[config.mk]
export PLATFORM = sky130hd
export DESIGN_NAME = pmp_access_arbiter
export DESIGN_NICKNAME = d
export VERILOG_FILES = /design/src/rtl/pmp_pkg.sv /design/src/rtl/pmp_rr_arbiter.sv /design/src/rtl/pmp_access_arbiter.sv
export SDC_FILE = /design/constraint.sdc
export NUM_CORES = 1
export LEC_CHECK = 0
export ABC_AREA = 1
export ABC_CLOCK_PERIOD_IN_PS = 2990
export CAP_MARGIN = 15
export CORE_MARGIN = 5
export CORE_UTILIZATION = 48
export CTS_CLUSTER_SIZE = 8
export DETAILED_ROUTE_END_ITERATION = 16
export PLACE_DENSITY_LB_ADDON = 0.1
export SLEW_MARGIN = 20
export SYNTH_ARGS = -nofsm -noshare
export SYNTH_HDL_FRONTEND = slang
export SYNTH_SLANG_ARGS = --single-unit
export TNS_END_PERCENT = 50
[constraint.sdc]
create_clock -name clk -period 2.99 [get_ports clk]
set_clock_uncertainty 0.1 [all_clocks]
set_input_delay 0.598 -clock clk [delete_from_list [all_inputs] [get_ports clk]]
set_output_delay 0.598 -clock clk [all_outputs]
set_load 0.005 [all_outputs]
[src/rtl/pmp_pkg.sv]
// Shared types and constants for the PMP access arbiter.
package pmp_pkg;

  // Requester identity; also the encoding of the round-robin pointer.
  typedef enum logic {
    SRC_IF  = 1'b0,
    SRC_LSU = 1'b1
  } src_e;

  // Access type presented to the PMP checker.
  typedef enum logic [1:0] {
    ACC_R = 2'd0,
    ACC_W = 2'd1,
    ACC_X = 2'd2
  } acc_e;

  // Fault cause encoding seen by trap/debug logic.
  localparam logic [1:0] CAUSE_NONE  = 2'b00;
  localparam logic [1:0] CAUSE_FETCH = 2'b01;
  localparam logic [1:0] CAUSE_LOAD  = 2'b10;
  localparam logic [1:0] CAUSE_STORE = 2'b11;

  // Arbiter FSM states.
  typedef enum logic [1:0] {
    IDLE  = 2'd0,
    CHECK = 2'd1,
    RESP  = 2'd2
  } state_e;

  // Map an access type to the cause code recorded on a denial.
  function automatic logic [1:0] cause_of(acc_e acc);
    logic [1:0] c;
    case (acc)
      ACC_X:   c = CAUSE_FETCH;
      ACC_R:   c = CAUSE_LOAD;
      ACC_W:   c = CAUSE_STORE;
      default: c = CAUSE_NONE;
    endcase
    return c;
  endfunction

endpackage

[src/rtl/pmp_rr_arbiter.sv]
// Two-input round-robin selector with a last-served pointer.
// On a tie the source that was not served last wins.
module pmp_rr_arbiter
  import pmp_pkg::*;
(
  input  logic clk,
  input  logic rst_n,
  input  logic req_if,
  input  logic req_lsu,
  input  logic advance,
  output logic sel_valid,
  output logic sel_lsu
);

  src_e last_src_reg;
  src_e sel_src;

  // Pick the winner among the currently valid requests.
  always_comb begin
    sel_valid = req_if | req_lsu;
    sel_src   = SRC_IF;
    if (req_if && req_lsu) begin
      sel_src = (last_src_reg == SRC_IF) ? SRC_LSU : SRC_IF;
    end else if (req_lsu) begin
      sel_src = SRC_LSU;
    end
    sel_lsu = (sel_src == SRC_LSU);
  end

  // Remember the last served source; LSU after reset so IF wins the first tie.
  always_ff @(posedge clk or negedge rst_n) begin
    if (!rst_n) begin
      last_src_reg <= SRC_LSU;
    end else if (advance) begin
      last_src_reg <= sel_src;
    end
  end

endmodule

[src/rtl/pmp_access_arbiter.sv]
// Shares one combinational PMP checker between the IF and LSU ports.
// Each request is registered, checked for exactly one cycle, then answered.
// Also keeps a first-fault record and a saturating deny counter.
module pmp_access_arbiter
  import pmp_pkg::*;
#(
  parameter int ADDR_W = 8,
  parameter int CNT_W  = 8
) (
  input  logic              clk,
  input  logic              rst_n,
  input  logic              if_req_valid,
  output logic              if_req_ready,
  input  logic [ADDR_W-1:0] if_req_addr,
  output logic              if_rsp_valid,
  input  logic              if_rsp_ready,
  output logic              if_rsp_granted,
  input  logic              lsu_req_valid,
  output logic              lsu_req_ready,
  input  logic [ADDR_W-1:0] lsu_req_addr,
  input  logic              lsu_req_we,
  output logic              lsu_rsp_valid,
  input  logic              lsu_rsp_ready,
  output logic              lsu_rsp_granted,
  output logic [ADDR_W-1:0] pmp_addr,
  output logic              pmp_read_enable,
  output logic              pmp_write_enable,
  output logic              pmp_exec_enable,
  input  logic              pmp_access_granted,
  input  logic              fault_clear,
  output logic              fault_valid,
  output logic [ADDR_W-1:0] fault_addr,
  output logic [1:0]        fault_cause,
  output logic              fault_overflow,
  output logic [CNT_W-1:0]  deny_count
);

  state_e            state_reg, state_next;
  logic [ADDR_W-1:0] addr_reg;
  src_e              src_reg;
  acc_e              acc_reg;
  logic              result_reg;

  logic              fault_valid_reg, fault_valid_next;
  logic [ADDR_W-1:0] fault_addr_reg, fault_addr_next;
  logic [1:0]        fault_cause_reg, fault_cause_next;
  logic              fault_overflow_reg, fault_overflow_next;
  logic [CNT_W-1:0]  deny_count_reg, deny_count_next;

  logic sel_valid, sel_lsu;
  logic req_hs;
  logic check_deny;

  pmp_rr_arbiter u_rr (
    .clk      (clk),
    .rst_n    (rst_n),
    .req_if   (if_req_valid),
    .req_lsu  (lsu_req_valid),
    .advance  (req_hs),
    .sel_valid(sel_valid),
    .sel_lsu  (sel_lsu)
  );

  // The checker address simply follows the last accepted request, so it
  // holds steady outside CHECK.
  assign pmp_addr = addr_reg;

  // FSM next state plus handshake and checker-enable outputs.
  always_comb begin
    state_next       = state_reg;
    if_req_ready     = 1'b0;
    lsu_req_ready    = 1'b0;
    if_rsp_valid     = 1'b0;
    if_rsp_granted   = 1'b0;
    lsu_rsp_valid    = 1'b0;
    lsu_rsp_granted  = 1'b0;
    pmp_read_enable  = 1'b0;
    pmp_write_enable = 1'b0;
    pmp_exec_enable  = 1'b0;
    req_hs           = 1'b0;
    case (state_reg)
      IDLE: begin
        // rst_n gating keeps ready low while reset is held.
        if (sel_valid && rst_n) begin
          if (sel_lsu) lsu_req_ready = 1'b1;
          else         if_req_ready  = 1'b1;
          req_hs     = 1'b1;
          state_next = CHECK;
        end
      end
      CHECK: begin
        pmp_read_enable  = (acc_reg == ACC_R);
        pmp_write_enable = (acc_reg == ACC_W);
        pmp_exec_enable  = (acc_reg == ACC_X);
        state_next       = RESP;
      end
      RESP: begin
        if (src_reg == SRC_IF) begin
          if_rsp_valid   = 1'b1;
          if_rsp_granted = result_reg;
          if (if_rsp_ready) state_next = IDLE;
        end else begin
          lsu_rsp_valid   = 1'b1;
          lsu_rsp_granted = result_reg;
          if (lsu_rsp_ready) state_next = IDLE;
        end
      end
      default: state_next = IDLE;
    endcase
  end

  // Fault record update: a clear takes effect first, so a denial in the
  // same cycle is captured as a fresh first fault.
  always_comb begin
    check_deny          = (state_reg == CHECK) && !pmp_access_granted;
    fault_valid_next    = fault_valid_reg;
    fault_addr_next     = fault_addr_reg;
    fault_cause_next    = fault_cause_reg;
    fault_overflow_next = fault_overflow_reg;
    if (fault_clear) begin
      fault_valid_next    = 1'b0;
      fault_addr_next     = '0;
      fault_cause_next    = CAUSE_NONE;
      fault_overflow_next = 1'b0;
    end
    if (check_deny) begin
      if (!fault_valid_next) begin
        fault_valid_next = 1'b1;
        fault_addr_next  = addr_reg;
        fault_cause_next = cause_of(acc_reg);
      end else begin
        fault_overflow_next = 1'b1;
      end
    end
    deny_count_next = deny_count_reg;
    if (check_deny && (deny_count_reg != '1)) begin
      deny_count_next = deny_count_reg + CNT_W'(1);
    end
  end

  // State, request capture, check result and fault record registers.
  always_ff @(posedge clk or negedge rst_n) begin
    if (!rst_n) begin
      state_reg          <= IDLE;
      addr_reg           <= '0;
      src_reg            <= SRC_IF;
      acc_reg            <= ACC_R;
      result_reg         <= 1'b0;
      fault_valid_reg    <= 1'b0;
      fault_addr_reg     <= '0;
      fault_cause_reg    <= CAUSE_NONE;
      fault_overflow_reg <= 1'b0;
      deny_count_reg     <= '0;
    end else begin
      state_reg <= state_next;
      if (req_hs) begin
        addr_reg <= sel_lsu ? lsu_req_addr : if_req_addr;
        src_reg  <= sel_lsu ? SRC_LSU : SRC_IF;
        acc_reg  <= sel_lsu ? (lsu_req_we ? ACC_W : ACC_R) : ACC_X;
      end
      if (state_reg == CHECK) begin
        result_reg <= pmp_access_granted;
      end
      fault_valid_reg    <= fault_valid_next;
      fault_addr_reg     <= fault_addr_next;
      fault_cause_reg    <= fault_cause_next;
      fault_overflow_reg <= fault_overflow_next;
      deny_count_reg     <= deny_count_next;
    end
  end

  assign fault_valid    = fault_valid_reg;
  assign fault_addr     = fault_addr_reg;
  assign fault_cause    = fault_cause_reg;
  assign fault_overflow = fault_overflow_reg;
  assign deny_count     = deny_count_reg;

endmodule

==> summary.md <==
| Metric | Value |
|---|---|
| Number of iterations in the first detailed-routing pass | `4` |
| Signed area change from the synthesized netlist to the final layout | `42.3%` |
| Avg Synthesized Cell Area | `8.18 sq um` |
| First-iteration detailed-routing DRC count | `109` |
| Final cycle utilization of the critical path | `0.916` |
| CTS sink cnt | `35` |
| Instance count of the mapped netlist | `216` |
| Number of vias after detailed routing | `1552` |
| Area of the multi-input gates | `747 sq um` |
| Number of hold buffers added after cts | `0` |
| Total number of yosys warnings | `0` |
| Total of max-cap violations | `0` |
| Cell variety after synth | `25` |
| Maximum fanout along the worst path | `3` |
| Total nets after synthesis | `246` |
| Max Transition Viols Final | `0` |
| Post-Route Utilization | `0.697` |
| Worst Setup Path Type | `in2out` |
| Die span in x | `70.7 microns` |
| Fillers | `286` |
| Global-route congestion overflow total | `0` |
| Boundary pin count | `62` |
| Top Metal Used | `met4` |
| Hold WC Path Type | `reg2reg` |
| ANT nets after route | `0` |
| Clock Tree Buf Depth | `2` |
| WHS | `0.364 ns` |
| Register bit total from synthesis | `35` |
| Largest net degree at the start of global routing | `36` |
| Worst-case vdd ir drop | `0.398 mV` |
| Worst-margin pin slew | `0.450 ns` |
| CTS-repair resized insts | `0` |
| Fraction of final layout cells with drive strength greater than 1 | `0.113` |
| Worst endpoint data arrival time | `2.04 ns` |
| Total area of sequential cells | `877 sq um` |
| Area of the die | `4990 sq um` |
| Pwr/cell area | `732 nW/um^2` |
| # nets final | `313` |
| Post-detail-place hpwl | `3070 microns` |
| Initial antenna violation count | `0` |
| CTS Root Buffer Type | `sky130_fd_sc_hd__clkbuf_8` |
| Headroom to the max-slew limit | `0.700` |
| Total length of routed wires | `4030 microns` |
| Count of port buffers added during placement | `61` |
| Num rows | `22` |
| Wire length the detailed router placed on met1 | `1850 microns` |
| Final count of hold timing violations | `0` |
| Floorplan core area | `3610 sq um` |
| Vias in the first global route | `1464` |
| Effective utilization at floorplan | `0.490` |
| Drc violations | `0` |
| Shortest period the worst path allows | `2.74 ns` |
| Outcome | `complete, no violations` |
| Via count normalized by instance count | `4.69` |
| Die height | `70.7 microns` |
| Fmax | `365 MHz` |
| Final setup violation count | `0` |
| CTS tree | `done` |
| Leakage dissipation | `1.20 nW` |
| Routed wl met3 | `252 microns` |
| Routed length per placed instance | `12.2 microns` |
| Area of the mapped netlist | `1770 sq um` |
| Total global-route track usage | `0.173` |
| Worst Reg-to-Reg Cells | `8` |
| Later-pin clock latency in the skew report | `0.28 ns` |
| Portion of the post-synthesis area used by sequential elements | `0.496` |
| Diode count | `0` |
| Number of clock buffers inserted by TritonCTS | `5` |
| First-pass GRT wire length | `6750 microns` |
| RSZ-0062 raised after global routing | `no` |
| H-Tree Depth | `2` |
| Kind of start point of the critical path | `input port` |
| Data required time at the worst endpoint | `2.29 ns` |
| GP Congestion | `0.753` |
| Setup fix buffers added after clock tree synthesis | `0` |
| Register clock-pin slew on the reported worst setup and hold paths | `0.06 ns` |
| Total met2 wirelength after detailed routing | `1860 microns` |
| Total negative slack for setup checks | `0 ns` |
| Critical Path End Type | `output pin` |
| Depth of the worst hold-timing path | `2` |
cell type report:
| type | count | area share |
|---|---|---|
| clock buffer | 6 | 0.0329 |
| sequential | 35 | 0.349 |
| clock inverter | 1 | 0.00199 |
| multi-input combinational | 148 | 0.297 |
| tap | 48 | 0.0239 |
| inverter | 29 | 0.0433 |
| timing repair buffer | 64 | 0.252 |
final timing paths:
| kind | from | to | slack, ns |
|---|---|---|---|
| max | rst_n | lsu_req_ready | 0.25 |
| max reg2reg | deny_count[0] | deny_count[5] | 1.48 |
| min reg2reg | u_rr.last_src_reg | u_rr.last_src_reg | 0.36 |
| min in group asynchronous | rst_n | fault_addr[7] | 0.76 |
| min | u_rr.last_src_reg | u_rr.last_src_reg | 0.36 |
| max in group asynchronous | rst_n | u_rr.last_src_reg | 1.68 |
kinds of logic after synthesis:
family / count (synthesis) / share of synthesized area
adders and majority gates: 5 / 0.0354
AOI/OAI and AO/OA: 27 / 0.0970
buffers and inverters: 33 / 0.0807
xor gates and xnor gates: 3 / 0.0149
and+or+nand+nor: 113 / 0.276
DFF: 35 / 0.496
routing by layer:
| metal | vias up | track usage |
|---|---|---|
| met5 | - | 0 |
| met4 | 0 | 0.0752 |
| met3 | 5 | 0.0554 |
| met2 | 41 | 0.267 |
| met1 | 699 | 0.223 |
| li1 | 807 | - |
per-stage QoR:
step                cell area, sq um  total power [W]  std cells  setup slack, ns
detailed placement              2430          0.00152        324            0.254
finish                          2510          0.00184        331            0.250
global placement                2430          0.00150        324            0.269
floorplan                       1770          0.00111        216             1.20
global route                    2510          0.00199        331            0.169
CTS                             2510          0.00186        331            0.240
cells in the mapped netlist:
library cell | instances | area (sq um)
sky130_fd_sc_hd__nand3b_1 | 1 | 7.51
sky130_fd_sc_hd__nor3_1 | 2 | 10.0
sky130_fd_sc_hd__inv_1 | 25 | 93.8
sky130_fd_sc_hd__buf_6 | 2 | 22.5
sky130_fd_sc_hd__nor2_2 | 1 | 6.26
sky130_fd_sc_hd__ha_1 | 5 | 62.6
sky130_fd_sc_hd__o21ai_1 | 12 | 60.1
sky130_fd_sc_hd__nand2_2 | 4 | 25.0
sky130_fd_sc_hd__o21bai_1 | 1 | 7.51
sky130_fd_sc_hd__dfstp_2 | 1 | 26.3
sky130_fd_sc_hd__nand2_1 | 74 | 278
sky130_fd_sc_hd__o21ai_0 | 3 | 15.0
sky130_fd_sc_hd__a21oi_1 | 2 | 10.0
sky130_fd_sc_hd__nor2_4 | 2 | 22.5
sky130_fd_sc_hd__or2_1 | 1 | 6.26
sky130_fd_sc_hd__nand4_1 | 1 | 6.26
sky130_fd_sc_hd__nand3_1 | 13 | 65.1
sky130_fd_sc_hd__o21ai_2 | 9 | 78.8
sky130_fd_sc_hd__clkbuf_1 | 1 | 3.75
sky130_fd_sc_hd__xnor2_1 | 3 | 26.3
sky130_fd_sc_hd__buf_4 | 1 | 7.51
sky130_fd_sc_hd__dfrtp_1 | 34 | 851
sky130_fd_sc_hd__nand2_4 | 1 | 11.3
sky130_fd_sc_hd__inv_2 | 4 | 15.0
sky130_fd_sc_hd__nor2_1 | 13 | 48.8
report_power, final:
part | switching, W | total [W] | internal (W)
clock | 0.000160 | 0.000341 | 0.000180
sequential | 0.000112 | 0.000739 | 0.000626
combinational | 0.000367 | 0.000762 | 0.000394
total | 0.000640 | 0.00184 | 0.00120
layout by cell type, fill, tap and decap left out:
cell                              count
sky130_fd_sc_hd__o21ai_0              3
sky130_fd_sc_hd__dfrtp_1             34
sky130_fd_sc_hd__clkinv_2             1
sky130_fd_sc_hd__nor2_4               2
sky130_fd_sc_hd__xnor2_1              3
sky130_fd_sc_hd__clkdlybuf4s50_1     61
sky130_fd_sc_hd__nand3_1             13
sky130_fd_sc_hd__nor2_2               1
sky130_fd_sc_hd__inv_2                4
sky130_fd_sc_hd__inv_1               25
sky130_fd_sc_hd__nor3_1               2
sky130_fd_sc_hd__o21bai_1             1
sky130_fd_sc_hd__a21oi_1              2
sky130_fd_sc_hd__nand3b_1             1
sky130_fd_sc_hd__o21ai_2              9
sky130_fd_sc_hd__nor2_1              13
sky130_fd_sc_hd__ha_1                 5
sky130_fd_sc_hd__o21ai_1             12
sky130_fd_sc_hd__or2_1                1
sky130_fd_sc_hd__clkbuf_8             6
sky130_fd_sc_hd__nand2_1             74
sky130_fd_sc_hd__buf_4                3
sky130_fd_sc_hd__nand4_1              1
sky130_fd_sc_hd__nand2_4              1
sky130_fd_sc_hd__nand2_2              4
sky130_fd_sc_hd__dfstp_2              1
critical path: stages:
cell and delay [ns]:
sky130_fd_sc_hd__clkdlybuf4s50_1 0.54, sky130_fd_sc_hd__o21ai_1 0.13, sky130_fd_sc_hd__nor2_4 0.12, sky130_fd_sc_hd__nand2_1 0.09, sky130_fd_sc_hd__inv_1 0.06, sky130_fd_sc_hd__clkdlybuf4s50_1 0.50
No activity file was read; power rests on OpenSTA's default activity.
==> edit 1 (same flow settings) <==
The parameter `CNT_W` goes from 8 to 9.
--- a/src/rtl/pmp_access_arbiter.sv
+++ b/src/rtl/pmp_access_arbiter.sv
@@ -6,5 +6,5 @@
 #(
   parameter int ADDR_W = 8,
-  parameter int CNT_W  = 8
+  parameter int CNT_W  = 9
 ) (
   input  logic              clk,
Ports: changed (resized deny_count); port bits go from 62 to 63. The function was not compared with the original's and may differ.
==> edit 1 against the unedited design <==
Core utilization rose by 1.1 points; combinational power decreased by 5.0%; final area rose by 2.3%; routed wire length decreased by 0.57%; sequential cell count up 1; synthesized area is 1.1% higher; first-iteration DRC count decreased by 24%; die area up 0.96%; count of clock-buffer cells in the layout is 1 higher; worst setup slack worse by 0.091 ns; power is 4.7% higher; final cell count is 0.91% lower.
==> edit 1: results (changes against the unedited design) <==
.. list-table::
   :header-rows: 1

   * - Metric
     - Value
   * - Global-route wire length before repair
     - 6610 um (was 6750 um)
   * - Wire length the detailed router placed on met1
     - 1640 um (was 1850 um)
   * - Area of placed instances
     - 2450 um2 (was 2430 um2)
   * - Max VDD drop
     - 0.529 mV (was 0.398 mV)
   * - Wirelength, routed
     - 4010 um (was 4030 um)
   * - Routing usage on met2
     - 0.297 (was 0.267)
   * - Run status
     - finished clean (unchanged)
   * - Fill cell instance count of the final layout
     - 296 (was 286)
   * - Routability cong.
     - 0.821 (was 0.753)
   * - Part of the total power dissipated in combinational logic
     - 0.376 (was 0.414)
   * - Min-delay worst type
     - input port to async pin (was register to register)
   * - Overall routing resource usage
     - 0.166 (was 0.173)
   * - First-pass detailed-route iteration total
     - 5 (was 4)
   * - Synth cell count leaders
     - 68 x sky130_fd_sc_hd__nand2_1, 35 x sky130_fd_sc_hd__dfrtp_1, 28 x sky130_fd_sc_hd__inv_1 (was 74 x sky130_fd_sc_hd__nand2_1, 34 x sky130_fd_sc_hd__dfrtp_1, 25 x sky130_fd_sc_hd__inv_1)
   * - Buffers on Ports
     - 62 (was 61)
   * - Avg Vias per Cell
     - 4.71 (was 4.69)
   * - Biggest fanout along the worst timing path
     - 6 (was 3)
   * - Capturing instance or port of the critical path
     - if_req_ready (was lsu_req_ready)
   * - Standby leakage power
     - 1.24 nW (was 1.20 nW)
   * - Switching share of power
     - 0.317 (was 0.348)
   * - Reg2Reg Setup Slack
     - 1.07 ns (was 1.48 ns)
   * - Sequential power
     - 0.746 mW (was 0.739 mW)
   * - DP HPWL
     - 3140 um (was 3070 um)
   * - Fraction of met1 tracks used by global routing
     - 0.195 (was 0.223)
   * - Startpoint of the worst setup timing path
     - lsu_req_valid (was rst_n)
   * - Worst slew margin relative to its limit
     - 0.702 (was 0.700)
   * - Maximum number of pins on one net before global-route repair
     - 37 (was 36)
   * - Sequential cell area fraction in the yosys report
     - 0.505 (was 0.496)
   * - Register-to-Register Path Depth
     - 9 (was 8)
   * - Wire length on met3
     - 192 um (was 252 um)
   * - GR Util met3
     - 0.0440 (was 0.0554)
   * - Area of combinational cells with multiple inputs
     - 741 um2 (was 747 um2)
   * - Fraction of layout instances using a drive strength above 1
     - 0.100 (was 0.113)
   * - Synthesized Nets
     - 243 (was 246)
edit 1: layout make-up:
type                    instances  share of cell area
inverters                      28              0.0409
clock buffers                   7              0.0375
multi-input cells             143               0.288
clock inverters                 1              0.0117
flip-flops and latches         36               0.351
well taps                      48              0.0233
repair buffers                 65               0.248
edit 1: cells by family (layout without fill, tap and decap cells):
kind of cell,Yosys count,after routing,synth area share
simple gates,108,108,0.267
compound gates,26,26,0.0910
xor+xnor,3,3,0.0147
buf+inv,33,101,0.0805
fa+ha+maj,6,6,0.0420
flops,36,36,0.505
edit 1: stage by stage:
step | setup WS [ns] | power [mW] | std cells
2_1_floorplan | 1.11 | 1.10 | 212
3_3_place_gp | 0.196 | 1.47 | 320
3_5_place_dp | 0.173 | 1.49 | 320
4_1_cts | 0.144 | 1.95 | 328
5_1_grt | 0.0428 | 2.06 | 328
6_report | 0.159 | 1.93 | 328
==> edit 2 (same flow settings) <==
Made on the original files. The 3 values of `acc_e` get a one-hot encoding in 3 bits.
--- a/src/rtl/pmp_pkg.sv
+++ b/src/rtl/pmp_pkg.sv
@@ -9,8 +9,8 @@
 
   // Access type presented to the PMP checker.
-  typedef enum logic [1:0] {
-    ACC_R = 2'd0,
-    ACC_W = 2'd1,
-    ACC_X = 2'd2
+  typedef enum logic [2:0] {
+    ACC_R = 3'b001,
+    ACC_W = 3'b010,
+    ACC_X = 3'b100
   } acc_e;
 
Function: no difference found for any inputs over 10 cycles, from zero or initial values and one cycle with rst_n low; not proved beyond that.
==> edit 2 against the unedited design <==
Synthesized cell count is 1.9% higher; final area is 0.80% higher; power is 0.39% lower; routed wire length is 2.6% lower; via count is 2.8% higher; worst setup slack worse by 0.034 ns; maximum frequency is 1.2% lower; critical path depth stayed put; global-route usage hardly changed; die area is 1.4% higher; sequential cell count is 1 higher; synthesized area is 1.6% higher; critical endpoint unchanged.
==> edit 2: results (changes against the unedited design) <==
.. list-table::
   :header-rows: 1

   * - Metric
     - Value
   * - Leading cell types by total area after synthesis
     - sky130_fd_sc_hd__dfrtp_1 47%, sky130_fd_sc_hd__nand2_1 17%, sky130_fd_sc_hd__inv_1 5.2% (was sky130_fd_sc_hd__dfrtp_1 48%, sky130_fd_sc_hd__nand2_1 16%, sky130_fd_sc_hd__inv_1 5.3%)
   * - Min-delay worst type
     - input port to async pin (was register to register)
   * - Unique masters post-synth
     - 26 (was 25)
   * - Num CTS Buffers
     - 5 (unchanged)
   * - Worst slew margin relative to its limit
     - 0.698 (was 0.700)
   * - Capture instance of the worst register-to-register path
     - deny_count[4] (was deny_count[5])
   * - Overall routing resource usage
     - 0.173 (about the same)
   * - WP data arrival
     - 2.08 ns (was 2.04 ns)
   * - Initial detailed-routing violation count
     - 46 (was 109)
   * - Run status
     - finished clean (unchanged)
   * - Global-route wire length before repair
     - 6890 um (was 6750 um)
   * - FF-to-FF Start
     - deny_count[1] (was deny_count[0])
   * - Fraction of layout instances using a drive strength above 1
     - 0.115 (was 0.113)
   * - Drt wl/cell
     - 11.7 um (was 12.2 um)
   * - Number of gates given a new drive strength after cts
     - 0 (unchanged)
   * - Max VDD drop
     - 0.441 mV (was 0.398 mV)
   * - Fill cell instance count of the final layout
     - 317 (was 286)
   * - Synth cell count leaders
     - 79 x sky130_fd_sc_hd__nand2_1, 34 x sky130_fd_sc_hd__dfrtp_1, 25 x sky130_fd_sc_hd__inv_1 (was 74 x sky130_fd_sc_hd__nand2_1, 34 x sky130_fd_sc_hd__dfrtp_1, 25 x sky130_fd_sc_hd__inv_1)
   * - Cell at the slowest stage of the critical path
     - sky130_fd_sc_hd__clkdlybuf4s50_1 (unchanged)
   * - Clock slew at reported path FFs
     - ~0.070 ns
   * - Routability cong.
     - 0.779 (was 0.753)
   * - Biggest fanout along the worst timing path
     - 7 (was 3)
   * - Vias after detailed routing
     - 1,596 (was 1,552)
   * - Maximum number of pins on one net before global-route repair
     - 37 (was 36)
   * - Wire length the detailed router placed on met1
     - 1600 um (was 1850 um)
   * - Crit-path max cell delay
     - 0.49 ns (was 0.54 ns)
   * - Sequential cell area fraction in the yosys report
     - 0.503 (was 0.496)
   * - Wire length on met3
     - 350 um (was 252 um)
   * - DP HPWL
     - 3110 um (was 3070 um)
   * - Synthesized Nets
     - 246 (unchanged)
   * - Reg2Reg Setup Slack
     - 1.48 ns (about the same)
   * - Register-to-Register Path Depth
     - 8 (unchanged)
   * - Detail Route met2 WL
     - 1930 um (was 1860 um)
   * - Final Slew Violations
     - 0 (unchanged)
   * - Standby leakage power
     - 1.21 nW (was 1.20 nW)
-- edit 2: changes by cell type after synthesis, moves of 2 or more --
cell / unedited run / this run
sky130_fd_sc_hd__nand2_1: 74 / 79
sky130_fd_sc_hd__nand2_2: 4 / 2
sky130_fd_sc_hd__o21ai_1: 12 / 5
sky130_fd_sc_hd__ha_1: 5 / 1
sky130_fd_sc_hd__nand2_4: 1 / 3
sky130_fd_sc_hd__inv_2: 4 / 2
sky130_fd_sc_hd__nand3_1: 13 / 18
sky130_fd_sc_hd__o21ai_0: 3 / 10
-- edit 2: area by class of cell --
class | count | area [um2] | area share
Clock buffer | 5 | 68.8 | 0.0272
Clock inverter | 3 | 18.8 | 0.00741
Inverter | 27 | 101 | 0.0400
Multi-Input combinational cell | 153 | 753 | 0.297
Sequential cell | 36 | 903 | 0.357
Tap cell | 48 | 60.1 | 0.0237
Timing Repair Buffer | 64 | 628 | 0.248
-- edit 2: cell families after synthesis --
logic type / after synthesis / synth area share
AO/OA/AOI/OAI: 25 / 0.0885
XOR/XNOR: 3 / 0.0146
adder cells (fa/ha/maj): 1 / 0.00697
buffers and inverters: 31 / 0.0774
flip-flops: 36 / 0.503
AND/OR/NAND/NOR: 124 / 0.309
-- edit 2: stage by stage --
stage          setup slack (ns)  std cells  hold slack [ns]  cell area, um2
2_1_floorplan              1.20        220            0.202            1800
3_3_place_gp              0.242        328            0.364            2450
3_5_place_dp              0.197        328            0.360            2450
4_1_cts                   0.195        336            0.267            2530
5_1_grt                   0.111        336            0.303            2530
6_report                  0.216        336            0.252            2530
-- edit 2: worst max-delay path by stage --
stage	depth (start not counted)	to	slack (ns)	start
after CTS	6	lsu_req_ready	0.20	lsu_req_valid
after global placement	6	lsu_req_ready	0.24	lsu_req_valid
after global routing	6	lsu_req_ready	0.11	lsu_req_valid
after detailed placement	6	lsu_req_ready	0.20	lsu_req_valid
final	6	lsu_req_ready	0.22	lsu_req_valid
after floorplan	5	if_req_ready	1.20	lsu_req_valid
-- edit 2: metal layers --
metal  track usage  up-vias
met1         0.196      727
met3        0.0739        4
met2         0.292       48
met4        0.0564        0
met5             0        -
li1              -      817
-- edit 2: power by group --
group	switching, mW	total, mW	internal [mW]	leakage, nW
Combinational	0.362	0.742	0.380	0.693
Sequential	0.106	0.753	0.647	0.469
Clock	0.176	0.338	0.162	0.0479
